===== src/rtl/mem_arbiter.sv =====
// -----------------------------------------------------------------------------
// mem_arbiter
//
// Shares one memory request port between NUM_MASTERS requesters. At most one
// transaction is in flight: a master is granted in IDLE, its request fields are
// captured and presented to memory in REQ until accepted, and the arbiter then
// waits in RESP for the memory response (read data or write ack), which is
// forwarded as a single-cycle pulse to the owning master only.
//
// Parameters
//   NUM_MASTERS  number of requesters (>= 1)
//   ADDR_W       address width
//   DATA_W       data width, multiple of 8 (byte mask width MW = DATA_W/8)
//   ARB_MODE     0 = round-robin, 1 = fixed priority (lowest index wins)
//
// Ports
//   clk                clock, all state on rising edge
//   rst                asynchronous active-low reset
//   m_valid/m_wen      per-master request valid / write enable
//   m_addr/m_wdata/    per-master request fields, master i at
//   m_wmask              slice [i*W +: W]
//   m_ready            request accepted this cycle (one-hot or zero)
//   m_rvalid           response pulse to the owning master (one-hot or zero)
//   m_rdata            response data, broadcast (mirrors s_rdata)
//   s_valid/s_addr/    request to memory, stable while s_valid is high
//   s_wdata/s_wmask/s_wen
//   s_ready            memory accepts the request
//   s_rvalid/s_rdata   memory response
// -----------------------------------------------------------------------------
module mem_arbiter #(
  parameter int NUM_MASTERS = 2,
  parameter int ADDR_W      = 32,
  parameter int DATA_W      = 32,
  parameter int ARB_MODE    = 0
) (
  input  logic                                  clk,
  input  logic                                  rst,
  // Master side
  input  logic [NUM_MASTERS-1:0]                m_valid,
  input  logic [NUM_MASTERS*ADDR_W-1:0]         m_addr,
  input  logic [NUM_MASTERS*DATA_W-1:0]         m_wdata,
  input  logic [NUM_MASTERS*(DATA_W/8)-1:0]     m_wmask,
  input  logic [NUM_MASTERS-1:0]                m_wen,
  output logic [NUM_MASTERS-1:0]                m_ready,
  output logic [NUM_MASTERS-1:0]                m_rvalid,
  output logic [DATA_W-1:0]                     m_rdata,
  // Memory side
  output logic                                  s_valid,
  output logic [ADDR_W-1:0]                     s_addr,
  output logic [DATA_W-1:0]                     s_wdata,
  output logic [(DATA_W/8)-1:0]                 s_wmask,
  output logic                                  s_wen,
  input  logic                                  s_ready,
  input  logic                                  s_rvalid,
  input  logic [DATA_W-1:0]                     s_rdata
);

  localparam int MW    = DATA_W / 8;
  // Index width kept at least 1 bit so a single-master build stays legal.
  localparam int IDX_W = (NUM_MASTERS > 1) ? $clog2(NUM_MASTERS) : 1;

  typedef enum logic [1:0] {
    ST_IDLE = 2'd0,
    ST_REQ  = 2'd1,
    ST_RESP = 2'd2
  } state_e;

  // ---------------------------------------------------------------------------
  // State
  // ---------------------------------------------------------------------------
  state_e             state_q, state_d;
  logic [IDX_W-1:0]   rr_ptr_q, rr_ptr_d;   // round-robin search start
  logic [IDX_W-1:0]   id_q, id_d;           // owner of the in-flight transaction
  logic [ADDR_W-1:0]  addr_q, addr_d;
  logic [DATA_W-1:0]  wdata_q, wdata_d;
  logic [MW-1:0]      wmask_q, wmask_d;
  logic               wen_q, wen_d;

  // ---------------------------------------------------------------------------
  // Arbitration
  // Round-robin walks the masters starting at rr_ptr_q and wrapping; fixed
  // priority walks from index 0. The first valid master met is the winner.
  // ---------------------------------------------------------------------------
  logic             grant_vld;
  logic [IDX_W-1:0] grant_idx;
  logic [IDX_W-1:0] cand;

  always_comb begin
    // NOTE: every signal assigned in a combinational block gets a default
    // first; a path that leaves one unassigned would infer a latch.
    grant_vld = 1'b0;
    grant_idx = '0;
    cand      = '0;
    for (int k = 0; k < NUM_MASTERS; k++) begin
      if (ARB_MODE == 0) begin
        cand = IDX_W'((int'(rr_ptr_q) + k) % NUM_MASTERS);
      end else begin
        cand = IDX_W'(k);
      end
      if (!grant_vld && m_valid[cand]) begin
        grant_vld = 1'b1;
        grant_idx = cand;
      end
    end
  end

  // ---------------------------------------------------------------------------
  // Next-state logic
  // ---------------------------------------------------------------------------
  always_comb begin
    state_d  = state_q;
    rr_ptr_d = rr_ptr_q;
    id_d     = id_q;
    addr_d   = addr_q;
    wdata_d  = wdata_q;
    wmask_d  = wmask_q;
    wen_d    = wen_q;

    unique case (state_q)
      ST_IDLE: begin
        if (grant_vld) begin
          state_d = ST_REQ;
          id_d    = grant_idx;
          addr_d  = m_addr [grant_idx*ADDR_W +: ADDR_W];
          wdata_d = m_wdata[grant_idx*DATA_W +: DATA_W];
          wmask_d = m_wmask[grant_idx*MW     +: MW];
          wen_d   = m_wen  [grant_idx];
          if (ARB_MODE == 0) begin
            rr_ptr_d = IDX_W'((int'(grant_idx) + 1) % NUM_MASTERS);
          end
        end
      end

      ST_REQ: begin
        if (s_ready) begin
          state_d = ST_RESP;
        end
      end

      ST_RESP: begin
        // Responses arriving in IDLE or REQ never reach this branch and are
        // therefore dropped.
        if (s_rvalid) begin
          state_d = ST_IDLE;
        end
      end

      default: state_d = ST_IDLE;
    endcase
  end

  // ---------------------------------------------------------------------------
  // State registers
  // ---------------------------------------------------------------------------
  always_ff @(posedge clk or negedge rst) begin
    if (!rst) begin
      // NOTE: the captured request fields are reset too, not only the control
      // state, because they drive the memory port directly and must read as
      // zero while reset is held.
      state_q  <= ST_IDLE;
      rr_ptr_q <= '0;
      id_q     <= '0;
      addr_q   <= '0;
      wdata_q  <= '0;
      wmask_q  <= '0;
      wen_q    <= 1'b0;
    end else begin
      // NOTE: non-blocking assignments so every register samples the values
      // computed from the same pre-edge state.
      state_q  <= state_d;
      rr_ptr_q <= rr_ptr_d;
      id_q     <= id_d;
      addr_q   <= addr_d;
      wdata_q  <= wdata_d;
      wmask_q  <= wmask_d;
      wen_q    <= wen_d;
    end
  end

  // ---------------------------------------------------------------------------
  // Outputs
  // ---------------------------------------------------------------------------
  // Grant is combinational in IDLE so the master sees acceptance in the same
  // cycle it is chosen. Gating with rst keeps it low while reset is asserted,
  // even though IDLE is the reset state.
  always_comb begin
    m_ready  = '0;
    m_rvalid = '0;
    for (int i = 0; i < NUM_MASTERS; i++) begin
      m_ready[i]  = rst && (state_q == ST_IDLE) && grant_vld &&
                    (grant_idx == IDX_W'(i));
      m_rvalid[i] = (state_q == ST_RESP) && s_rvalid && (id_q == IDX_W'(i));
    end
  end

  assign m_rdata = s_rdata;

  // Memory request comes straight from registers: stable for the whole REQ
  // phase regardless of what the masters do meanwhile.
  assign s_valid = (state_q == ST_REQ);
  assign s_addr  = addr_q;
  assign s_wdata = wdata_q;
  assign s_wmask = wmask_q;
  assign s_wen   = wen_q;

  // ---------------------------------------------------------------------------
  // Protocol sanity
  // ---------------------------------------------------------------------------
  a_ready_onehot0 : assert property (@(posedge clk) disable iff (!rst)
    $onehot0(m_ready));
  a_rvalid_onehot0 : assert property (@(posedge clk) disable iff (!rst)
    $onehot0(m_rvalid));
  a_ready_only_idle : assert property (@(posedge clk) disable iff (!rst)
    (state_q != ST_IDLE) |-> (m_ready == '0));

endmodule


===== config.mk =====
export PLATFORM = sky130hd
export DESIGN_NAME = mem_arbiter
export DESIGN_NICKNAME = d
export VERILOG_FILES = /design/src/rtl/mem_arbiter.sv
export SDC_FILE = /design/constraint.sdc
export NUM_CORES = 1
export LEC_CHECK = 0
export ABC_AREA = 1
export BUFFER_PORTS_ARGS = -buffer_cell sky130_fd_sc_hd__buf_2
export CAP_MARGIN = 20
export CORE_AREA = 2 2 109 111
export CTS_CLUSTER_SIZE = 20
export DETAILED_ROUTE_END_ITERATION = 10
export DIE_AREA = 0 0 111 113
export GPL_TIMING_DRIVEN = 0
export PLACE_DENSITY = 0.69
export SYNTH_ARGS = -nofsm -noshare
export SYNTH_HDL_FRONTEND = slang
export SYNTH_SLANG_ARGS = --single-unit

===== constraint.sdc =====
create_clock -name clk -period 3.7 [get_ports clk]
set_input_delay 0.74 -clock clk [delete_from_list [all_inputs] [get_ports clk]]
set_output_delay 0.74 -clock clk [all_outputs]
set_load 0.01 [all_outputs]

# After elaboration in Yosys (flattened, before gate mapping)
# Cells that the tools add are included.
[word_totals] register_bits=73 word_cells=48 out_inout_bits=106 in_bits=176
[op_classes] magnitude_cmp=3 n_addsub=2 eq_ne=5 reduce_logical=12 bitwise=2 n_shift=3 muxes=14
[ops] op="$shiftx 64x7->32" count=2
[ops] op="$mux 1" count=10
[ops] op="$logic_and 1x1->1" count=8
[ops] op="$shiftx 8x4->4" count=1
[ops] op="$lt 1x2->1 const B" count=3
[ops] op="$mux 2" count=3
[ops] op="$pmux 2 s3" count=1
[ops] op="$ne 2x2->1 const B" count=2
[ops] op="$reduce_and 3->1" count=1
[ops] op="$add 1x1->1 const B" count=2
[ops] op="$eq 2x1->1 const B" count=1
[ops] op="$eq 2x2->1 const B" count=1
[ops] op="$logic_not 2->1" count=1
[ops] op="$ne 2x1->1 const B" count=1
[ops] op="$not 1->1" count=2
[ops] op="$reduce_and 2->1" count=1
[ops] op="$logic_not 1->1" count=1

# Longest topological paths before layout
# Gate-level depths: netlist of run 1.
[depth] depth_word=8 ltp_mapped=6 depth_no_buf=5

# Worst setup path before layout of run 1
# Ideal clock, no wire load.
[synth_timing] path_type="input to output" from="input port m_valid[1]" to="output port m_ready[0]" required_ns=2.960 path_slack_ns=1.543 cell_stages=5 arrival_time_ns=1.417 n_path_buf=1 path_cell_list="buf_6 > nor2_1 > nor2_4 > nand2_1 > nor2_1"
[synth_between] elab_chain_cells=8 elab_cells_between_ends=13 cone_classes="8 x mux; 1 x bitwise; 4 x reduce/logical"
[synth_rtl] item="from (decl)" line_no="39" source="input logic [NUM_MASTERS-1:0] m_valid,"
[synth_rtl] item="$mux 1 (implied by the code) (2 in series)" line_no="100" source="if (!grant_vld && m_valid[cand]) begin"
[synth_rtl] item="$mux 1" line_no="100"
[synth_rtl] item="$logic_not 1->1" line_no="100"
[synth_rtl] item="$logic_and 1x1->1" line_no="100"
[synth_rtl] item="$mux 1" line_no="100"
[synth_rtl] item="$logic_and 1x1->1 or $not 1->1 (tied branches)" line_no="190, 191"
[synth_rtl] item="$logic_and 1x1->1 (*)" line_no="190" source="m_ready[i] = rst && (state_q == ST_IDLE) && grant_vld &&"
[synth_rtl] item="to (decl)" line_no="44" source="output logic [NUM_MASTERS-1:0] m_ready,"
# Mark *: on every way between the ends. The rest lies on a longest branch, timed or not. The select of a mux whose other input is x is not followed.

# Worst setup path in the final report of run 1
[layout_timing] from="input port m_valid[0]" to="output port m_ready[0]"
# The elaborated chain is that of the path after synthesis.

==> results.md, run 1 <==
- Final Cycle Share: 76.4%
- Clock transition at path regs: 60 ps
- IO Port Bufs: 248
- First-pass GRT wire length: 21300 µm
- IR Drop Worst-Case VDD: 0.000394 V
- Grt ovf: 0
- Hold Buf Count CTS: 0
- Num rows: 39
- Post-route insts no fill: 859
- Reg-to-reg slack, setup: 2110 ps
- GRT Util Overall: 21.1%
- Clk pwr share: 19.7%
- WL/cell: 15.9 µm
- Hold Vio Cnt, Final: 0
- WL final: 13700 µm
- Post-DRT Antenna Nets: 0
- Unrepaired setup endpoints after global routing: false
- Power density over the cells: 809 mW/mm²
- Total number of vias: 4489
- Syn Area/Cell: 8.59 µm²
- Setup violators final: 0
- Drt pass-1 iters: 5
- Die Wd: 111 µm
- Final setup TNS: 0 ps
- Area Overhead vs Synth: 45.4%
- Ports: 282
- Psw: 0.00188 W
- Final #Nets: 886
- Vias/cell: 5.23
- Worst Setup End Kind: primary output
- Max Slew Vio Count: 0
- Fillers: 1095
- Met1 GRT Util: 26.6%
- DR DRC count: 0
- Core Area: 0.0113 mm²
- Post-CTS Setup Repair Bufs: 0
- Sequential area share after synthesis: 47.3%
- Max cap viols: 0
- Synthesized instance count: 450
- 1st-iter DRT viols: 346
- Die Span Y: 113 µm
- Critical path fanouts, max: 10
- RR Startpoint: rr_ptr_q
- Clock skew: 9.83 ps
- Leakage: 3.00 nW
- Largest cells by area after synthesis: dfrtp_1 47%, nand3_1 18%, nand4_1 11%
- Worst Path Required: 2960 ps
- Cts repair resizes: 0
- Register area: 0.00183 mm²
- Synth top area share: 47.3%
- RR Endpoint: rr_ptr_q
- # placed instances: 842
- CP arrival: 2090 ps
- Multi-input logic area: 0.00149 mm²
- Total CTS buffers: 9
- Initial Util: 34.3%
- Fmax: 354 MHz
- Mapped Area: 0.00386 mm²
- Root Driver: clkbuf_16
- Maximum number of pins on one net before global-route repair: 43
- Die area: 0.0125 mm²
- Post-synth cell types: 15
- Post-Syn Nets: 626
- H-tree depth: 3
- Worst slack at placement: 839 ps
- GR Util met2: 35.3%
- Initial antenna violation count: 1
- GRT met3 Usage: 5.03%
- FF+latch count, synth: 73
- Reg power frac: 31.7%
- Gpl congestion: 0.894
- Post-DP HPWL: 10300 µm
- Clock sink count: 73
- Global routing's busiest layer: met2
- Sw Share: 41.4%
- Vias in the first global route: 4268
- Tmin final: 2830 ps
- CTS tree: done
- Critical Path Source Type: input port
- Clock Path Buffers: 2
- Combinational share of power: 48.5%
- Clk_lat worst skew: 320 ps
- Slew @ Worst Pin: 669 ps
- Reg2Reg Depth: 6
- Layout cell share with drive strength beyond 1: 45.2%
- Outcome: complete, no violations
- Worst min path class: input port to asynchronous set/reset pin
- Final core occ: 49.8%
- PnR worst setup slack: 874 ps
- Tot Pwr: 0.00454 W
- Int Pwr: 0.00266 W
- Relative slew margins: 55.4%
- Kind of critical path: input port to primary output
- Yosys warning count: 0
- Cell taking the most area after synthesis: dfrtp_1
[state kept, by name (all words and copies together), names as in the netlist]
register	flops
s_wdata	32
state_q	2
s_wen	1
s_addr	32
id_q	1
rr_ptr_q	1
s_wmask	4
[per-stage QoR]
stage	area (µm²)	hold WS [ps]
floorplan	3860	444
global placement	5280	478
global route	5620	387
CTS	5620	373
detailed placement	5310	478
finish	5620	365
[worst max-delay path: stages]
cell	delay, ps
buf_2	110
nand2_1	280
nand2_2	330
buf_2	280
nand2_1	90
nor2_1	100
buf_2	140
[worst max path at each step]
stage | start | to | cells after the start
floorplan | m_valid[1] | m_ready[0] | 5
global placement | rst | m_ready[1] | 4
detailed placement | m_valid[0] | m_ready[0] | 7
CTS | m_valid[0] | m_ready[0] | 7
global route | m_valid[0] | m_ready[0] | 7
finish | m_valid[0] | m_ready[0] | 7
[per-layer routing]
layer  vias to the layer above  share of wire, %
met5                         -                 0
met4                         0               2.0
met3                        27               8.1
met2                       251                48
met1                      2117                41
li1                       2094                 -
[cells by family (layout without fill, tap and decap cells)]
logic type | after synthesis | after routing | share of synthesized area, %
other | 0 | 1 | 0
buffers and inverters | 81 | 346 | 14.2
flip-flops | 73 | 73 | 47.3
AND/OR/NAND/NOR | 291 | 291 | 37.7
AO/OA/AOI/OAI | 5 | 5 | 0.810
[synth_stat cells]
library cell and n:
o21ai_0 3, buf_2 9, dfrtp_1 73, nor2_4 2, clkbuf_1 19, o31ai_1 1, nand4_1 69, nand2_1 74
o21ai_2 1, inv_1 6, buf_4 32, nand2_2 1, buf_6 15, nor2_1 5, nand3_1 140
[layout make-up]
| type | instances | area share [%] |
|---|---|---|
| Clock inverter | 2 | 0.624 |
| Clock buffer | 14 | 4.88 |
| Tap cell | 143 | 3.18 |
| Multi-Input combinational cell | 296 | 26.5 |
| Buffer | 75 | 9.35 |
| Timing Repair Buffer | 249 | 22.5 |
| Inverter | 6 | 0.401 |
| Sequential cell | 73 | 32.5 |
| Antenna cell | 1 | 0.0445 |
[power groups by stage]
| stage | clock network, W | logic (W) | registers (W) |
|---|---|---|---|
| after global placement | 0 | 0.00216 | 0.00143 |
| after CTS | 0.000915 | 0.00222 | 0.00143 |
| after detailed placement | 0 | 0.00221 | 0.00144 |
| final | 0.000898 | 0.00221 | 0.00144 |
| after floorplan | 0 | 0.00117 | 0.00160 |
| after global routing | 0.000955 | 0.00243 | 0.00148 |
[cells in the final DEF, fill, tap and decap left out]
master	netlist	layout
clkbuf_1	19	21
o21ai_0	3	3
buf_6	15	15
clkbuf_8	0	3
inv_1	6	6
nor2_4	2	2
diode_2	0	1
nor2_1	5	5
clkbuf_16	0	9
dfrtp_1	73	73
nand2_2	1	1
o21ai_2	1	1
buf_2	9	256
bufinv_16	0	1
nand3_1	140	140
buf_4	32	33
o31ai_1	1	1
nand4_1	69	69
buf_12	0	1
clkinv_2	0	1
nand2_1	74	74
Note: power is estimated with default switching activity, not from simulation.
==> inputs of run 2 (changes only) <==
==> config.mk (replaced) <==
export PLATFORM = sky130hd
export DESIGN_NAME = mem_arbiter
export DESIGN_NICKNAME = d
export VERILOG_FILES = /design/src/rtl/mem_arbiter.sv
export SDC_FILE = /design/constraint.sdc
export NUM_CORES = 1
export LEC_CHECK = 0
export ABC_AREA = 0
export BUFFER_PORTS_ARGS = -buffer_cell sky130_fd_sc_hd__buf_2
export CAP_MARGIN = 20
export CORE_AREA = 2 2 110 112
export CTS_CLUSTER_SIZE = 20
export DETAILED_ROUTE_END_ITERATION = 10
export DIE_AREA = 0 0 112 114
export GPL_TIMING_DRIVEN = 0
export PLACE_DENSITY = 0.65
export SYNTH_ARGS = -nofsm -noshare
export SYNTH_HDL_FRONTEND = slang
export SYNTH_SLANG_ARGS = --single-unit
==> constraint.sdc (replaced) <==
create_clock -name clk -period 2.72 [get_ports clk]
set_input_delay 0.544 -clock clk [delete_from_list [all_inputs] [get_ports clk]]
set_output_delay 0.544 -clock clk [all_outputs]
set_load 0.01 [all_outputs]
==> run 2 against run 1 <==
Net effect:
- critical path depth shrank 2
- design area shrank 5.9%
- critical endpoint is now m_ready[1]
- count of clock-buffer cells in the layout shrank 2
- clock skew shrank 1.9 ps
- core utilization shrank 4.7 points
- synthesized area shrank 8.1%
- register-to-register slack lost 1300 ps
- synthesized cell count shrank 34%
- first-iteration DRC count shrank 64%
==> results.md, run 2 <==
- Post-Syn Nets: 471
- Sequential area share after synthesis: 51.5%
- Outcome: complete, no violations
- RR Endpoint: s_addr[29]
- Post-CTS Setup Repair Bufs: 0
- FF+latch count, synth: 73
- # placed instances: 692
- Total number of vias: 3483
- Yosys warning count: 0
- Layout cell share with drive strength beyond 1: 56.3%
- Initial Util: 30.3%
- 1st-iter DRT viols: 126
- Crit-path slowest cell: dfrtp_1
- Tot Pwr: 0.00581 W
- Clock sink count: 73
- WL/cell: 15.8 µm
- Worst Setup End Kind: primary output
- IR Drop Worst-Case VDD: 0.000414 V
- Total CTS buffers: 9
- CTS tree: done
- Stages on worst setup path: 5
- Die Span Y: 114 µm
- Post-DP HPWL: 8480 µm
- H-tree depth: 3
- Area Overhead vs Synth: 48.9%
- Die area: 0.0128 mm²
- Power density over the cells: 1100 mW/mm²
- Fmax: 408 MHz
- Post-synth cell types: 18
- Critical Path Source Type: flop
- Worst min path class: input port to asynchronous set/reset pin
- WL final: 11100 µm
- Async SR Flop Fraction: 100%
- Drt pass-1 iters: 4
- WP buf/inv: 2
- CP arrival: 1910 ps
- Crit path max-delay family: simple AND/OR/NAND/NOR gates
- Fillers: 1120
- Unrepaired setup endpoints after global routing: false
- Kind of critical path: flop to primary output
- Post-route insts no fill: 706
- Mapped Area: 0.00355 mm²
- Vias in the first global route: 3493
- Setup violators final: 0
- Final #Nets: 730
- Synthesized instance count: 295
- Final instance area: 0.00529 mm²
- Grt ovf: 0
- Leakage: 2.78 nW
- Reg2Reg Depth: 5
- DP Area: 0.00501 mm²
- Largest cells by area after synthesis: dfrtp_1 51%, a221o_1 19%, o21a_1 15%
- Crit path to: m_ready[1]
- Final Cycle Share: 90.1%
- Relative slew margins: 60.8%
- Root Driver: clkbuf_16
- Vias/cell: 4.93
- Clock transition at path regs: 60 ps
- Clock skew: 7.90 ps
- Crit path from: state_q[0]
- Main synth FF type: dfrtp_1
- Syn Area/Cell: 12.0 µm²
- Worst slack at placement: 279 ps
- Worst path most repeated cell: buf_2
- Max cap viols: 0
- Die Wd: 112 µm
- Clock Path Buffers: 2
- PnR worst setup slack: 270 ps
- Crit path cell chain: nor2_1 -> and3_2 -> buf_2 -> and2_1 -> buf_2
- Initial antenna violation count: 1
- Reg-to-reg slack, setup: 800 ps
- DR DRC count: 0
- Core Area: 0.0117 mm²
- RR Startpoint: state_q[0]
- Worst path max stage delay: 420 ps
- Post-DRT Antenna Nets: 0
- Cell taking the most area after synthesis: dfrtp_1
- Worst Path Required: 2180 ps
- GRT Util Overall: 16.7%
- First-pass GRT wire length: 17000 µm
- Ports: 282
- Tmin final: 2450 ps
- Hold Buf Count CTS: 0
- Most common cell in the netlist: dfrtp_1
- Commonest cells in the netlist: 73 x dfrtp_1, 69 x a221o_1, 69 x o21a_1, 32 x buf_4, 16 x buf_2
- Critical path fanouts, max: 10
- IO Port Bufs: 249
- Max Slew Vio Count: 0
- Gpl congestion: 0.811
- Num rows: 40
- Slew @ Worst Pin: 586 ps
- Hold Vio Cnt, Final: 0
- Commonest non-fill, non-tap cell in the layout: buf_2
- Synth top area share: 51.5%
- Most frequent cells in the layout: 264 x buf_2, 73 x dfrtp_1, 69 x o21a_1, 69 x a221o_1, 33 x buf_4
- Clk_lat worst skew: 330 ps
- Maximum number of pins on one net before global-route repair: 67
- Post-synth EDFFs: 0
## run 2: worst min-delay path by stage
stage | from | end | slack [ps] | cells past startpoint
2_1_floorplan | rst | id_q | 250 | 0
3_3_place_gp | rr_ptr_q | rr_ptr_q | 470 | 1
3_5_place_dp | rst | s_wdata[5] | 400 | 1
4_1_cts | rst | s_wdata[5] | 40 | 1
5_1_grt | rst | s_addr[26] | 40 | 1
6_report | rst | s_wdata[3] | 50 | 1
## run 2: per-stage QoR
stage          hold WS [ps]  util, %  setup TNS (ps)
6_report               54.2     45.1               0
5_1_grt                43.6     45.1               0
4_1_cts                42.0     45.1               0
3_5_place_dp            400     42.8               0
3_3_place_gp            473     42.5           -99.0
2_1_floorplan           248        -               0
## run 2: report_power, final
part	total, W	switching (W)	internal, W
Sequential	0.00192	0.000296	0.00162
Clock	0.00112	0.000420	0.000704
Combinational	0.00277	0.00136	0.00141
Total	0.00581	0.00208	0.00373
## run 2: metal layers
metal	share of wire [%]	global-route usage [%]	vias up
li1	-	-	1640
met1	41	20.6	1664
met2	50	28.3	171
met3	7.9	4.68	8
met4	1.0	6.02	0
met5	0	0	-
## run 2: repair_timing
item / 4_1_cts / 5_1_grt
gates resized for setup: 0 / 1
pin swaps: 0 / 0
setup endpoints to repair: 2 / 1
## run 2: layout make-up
class	count	area [µm²]	share of cell area, %
Tap cell	147	184	3.48
Sequential cell	73	1830	34.6
Timing Repair Buffer	250	1280	24.1
Clock inverter	3	42.5	0.805
Buffer	61	392	7.41
Clock buffer	12	236	4.47
Multi-Input combinational cell	158	1320	25.0
Inverter	1	3.75	0.0710
Antenna cell	1	2.50	0.0473
## run 2: logic make-up (layout without fill, tap and decap cells)
kind of cell / Yosys count / after routing / share of synthesized area, %
buffers and inverters: 64 / 327 / 11.3
AOI/OAI and AO/OA: 143 / 143 / 34.9
and+or+nand+nor: 15 / 15 / 2.29
DFF: 73 / 73 / 51.5
other: 0 / 1 / 0
==> inputs of run 3 (changes only) <==
==> config.mk (replaced) <==
export PLATFORM = sky130hd
export DESIGN_NAME = mem_arbiter
export DESIGN_NICKNAME = d
export VERILOG_FILES = /design/src/rtl/mem_arbiter.sv
export SDC_FILE = /design/constraint.sdc
export NUM_CORES = 1
export LEC_CHECK = 0
export ABC_AREA = 0
export CAP_MARGIN = 20
export CORE_AREA = 2 2 109 111
export CTS_CLUSTER_SIZE = 20
export DETAILED_ROUTE_END_ITERATION = 10
export DIE_AREA = 0 0 111 113
export DONT_BUFFER_PORTS = 1
export GPL_TIMING_DRIVEN = 0
export SETUP_SLACK_MARGIN = 0.4
export SYNTH_ARGS = -nofsm -noshare
export SYNTH_HDL_FRONTEND = slang
export SYNTH_SLANG_ARGS = --single-unit
==> run 3 against run 2 <==
Net effect:
- power is 9.6% lower
- largest cell class unchanged
- design area down 23%
- count of clock-buffer cells in the layout down 1
- routed wire length is 10% lower
- first-iteration DRC count shrank 5.6%
- maximum frequency increased by 10%
- clock skew shrank 1.5 ps
- non-clock buffer count fell by 247
- setup slack better by 230 ps
==> results.md, run 3 (synthesized netlist as in run 2, its figures left out) <==
- Initial antenna violation count: 0
- Die Span Y: 113 µm
- Setup violators final: 0
- Global routing's busiest layer: met2
- Drt pass-1 iters: 4
- Commonest non-fill, non-tap cell in the layout: dfrtp_1
- Total CTS buffers: 9
- Post-DRT Antenna Nets: 0
- Maximum number of pins on one net before global-route repair: 74
- Clock transition at path regs: 60 ps
- WL/cell: 21.9 µm
- Slew @ Worst Pin: 708 ps
- GRT Util Overall: 15.3%
- WL final: 9970 µm
- Final #Nets: 483
- Grt ovf: 0
- Post-CTS Setup Repair Bufs: 0
- IR Drop Worst-Case VDD: 0.000423 V
- Total number of vias: 2617
- Critical Path Source Type: flop
- Max cap viols: 0
- Initial Util: 31.5%
- Die Wd: 111 µm
- Critical path fanouts, max: 10
- 1st-iter DRT viols: 119
- Worst min path class: input port to asynchronous set/reset pin
- Vias/cell: 5.75
- Final core occ: 36.0%
- Post-DP HPWL: 7450 µm
- Max Slew Vio Count: 0
- Most frequent cells in the layout: 73 x dfrtp_1, 69 x o21a_1, 69 x a221o_1
- GRT met3 Usage: 5.03%
- Antenna diodes: 0
- CTS tree: done
- Fmax: 450 MHz
- Root Driver: clkbuf_16
- Clock Path Buffers: 2
- Num rows: 39
- Clock skew: 6.42 ps
- Clk_lat worst skew: 340 ps
- Final Cycle Share: 81.6%
- Ports: 282
- Die area: 0.0125 mm²
- Power density over the cells: 1300 mW/mm²
- H-tree depth: 3
- Worst Path Required: 2180 ps
- Hold Vio Cnt, Final: 0
- Kind of critical path: flop to primary output
- Unrepaired setup endpoints after global routing: false
- Relative slew margins: 52.6%
- Clock sink count: 73
- CP arrival: 1680 ps
- Area Overhead vs Synth: 14.3%
- Final setup TNS: 0 ps
- Worst Setup End Kind: primary output
- IO Port Bufs: 0
- Layout cell share with drive strength beyond 1: 22.8%
- DR DRC count: 0
- GR Util met2: 25.7%
- Core Area: 0.0113 mm²
- First-pass GRT wire length: 14800 µm
- Vias in the first global route: 2604
- Outcome: complete, no violations
- Leakage: 1.78 nW
- Met1 GRT Util: 18.5%
- Tmin final: 2220 ps
- Gpl congestion: 0.793
==> run 3: cell count changes in the layout (fill, tap and decap cells not counted), moves of 2 or more <==
cell / previous run / this run
clkbuf_1: 13 / 10
buf_2: 264 / 14
clkinv_2: 1 / 3
clkbuf_8: 0 / 2
==> run 3: repair_timing <==
item                                    in CTS  in global routing
gates resized for setup                      7                  2
hold buffers                                 1                  0
pin swaps                                    0                  1
endpoints found under the setup margin       2                  2
hold endpoints to repair                    73                  0
==> run 3: report_power, final <==
| part | internal, W | leakage [nW] | switching [W] | total, W |
|---|---|---|---|---|
| clock network | 0.000661 | 0.137 | 0.000446 | 0.00111 |
| registers | 0.00162 | 0.903 | 0.000654 | 0.00228 |
| logic | 0.00101 | 0.738 | 0.000868 | 0.00187 |
| total | 0.00329 | 1.78 | 0.00197 | 0.00526 |
==> run 3: per-layer routing <==
layer	up-vias	routed length (µm)	share of wire (%)
met5	-	0	0
met4	0	187	1.9
met3	16	883	8.9
met2	178	5130	51
met1	1281	3770	38
li1	1142	-	-
==> run 3: final cells by class <==
cell class	instances	area (µm²)
clock inverter	5	30.0
timing repair buffer	1	27.5
fill	1100	7210
multi-input combinational	158	1320
tap	143	179
inverter	1	3.75
sequential	73	1830
clock buffer	11	253
buffer	63	415
==> run 3: through the flow <==
stage | hold slack [ps] | std cells | worst slack, ps | cell area [µm²] | total power [W]
3_3_place_gp | 250 | 438 | 450 | 3730 | 0.00408
4_1_cts | 103 | 455 | 435 | 4050 | 0.00532
3_5_place_dp | 250 | 438 | 408 | 3730 | 0.00414
5_1_grt | 106 | 455 | 418 | 4060 | 0.00562
2_1_floorplan | 248 | 295 | 846 | 3550 | 0.00366
6_report | 88.9 | 455 | 500 | 4060 | 0.00526
==> run 3: worst paths after layout <==
kind / startpoint / end / slack, ps / depth (start not counted)
setup reg to reg: state_q[0] / s_wdata[17] / 1040 / 6
min in group clk: s_rvalid / state_q[1] / 310 / 1
setup / recovery: state_q[1] / m_ready[0] / 500 / 5
hold / removal: rst / s_wdata[16] / 90 / 1
max in group asynchronous: rst / s_addr[27] / 2310 / 1
hold reg to reg: rr_ptr_q / rr_ptr_q / 530 / 1
==> run 3: critical path, stage by stage, from the launching register on <==
cell and delay [ps]:
dfrtp_1 420, nor2_2 170, and3_1 170, buf_4 190, buf_4 190, and2_1 190
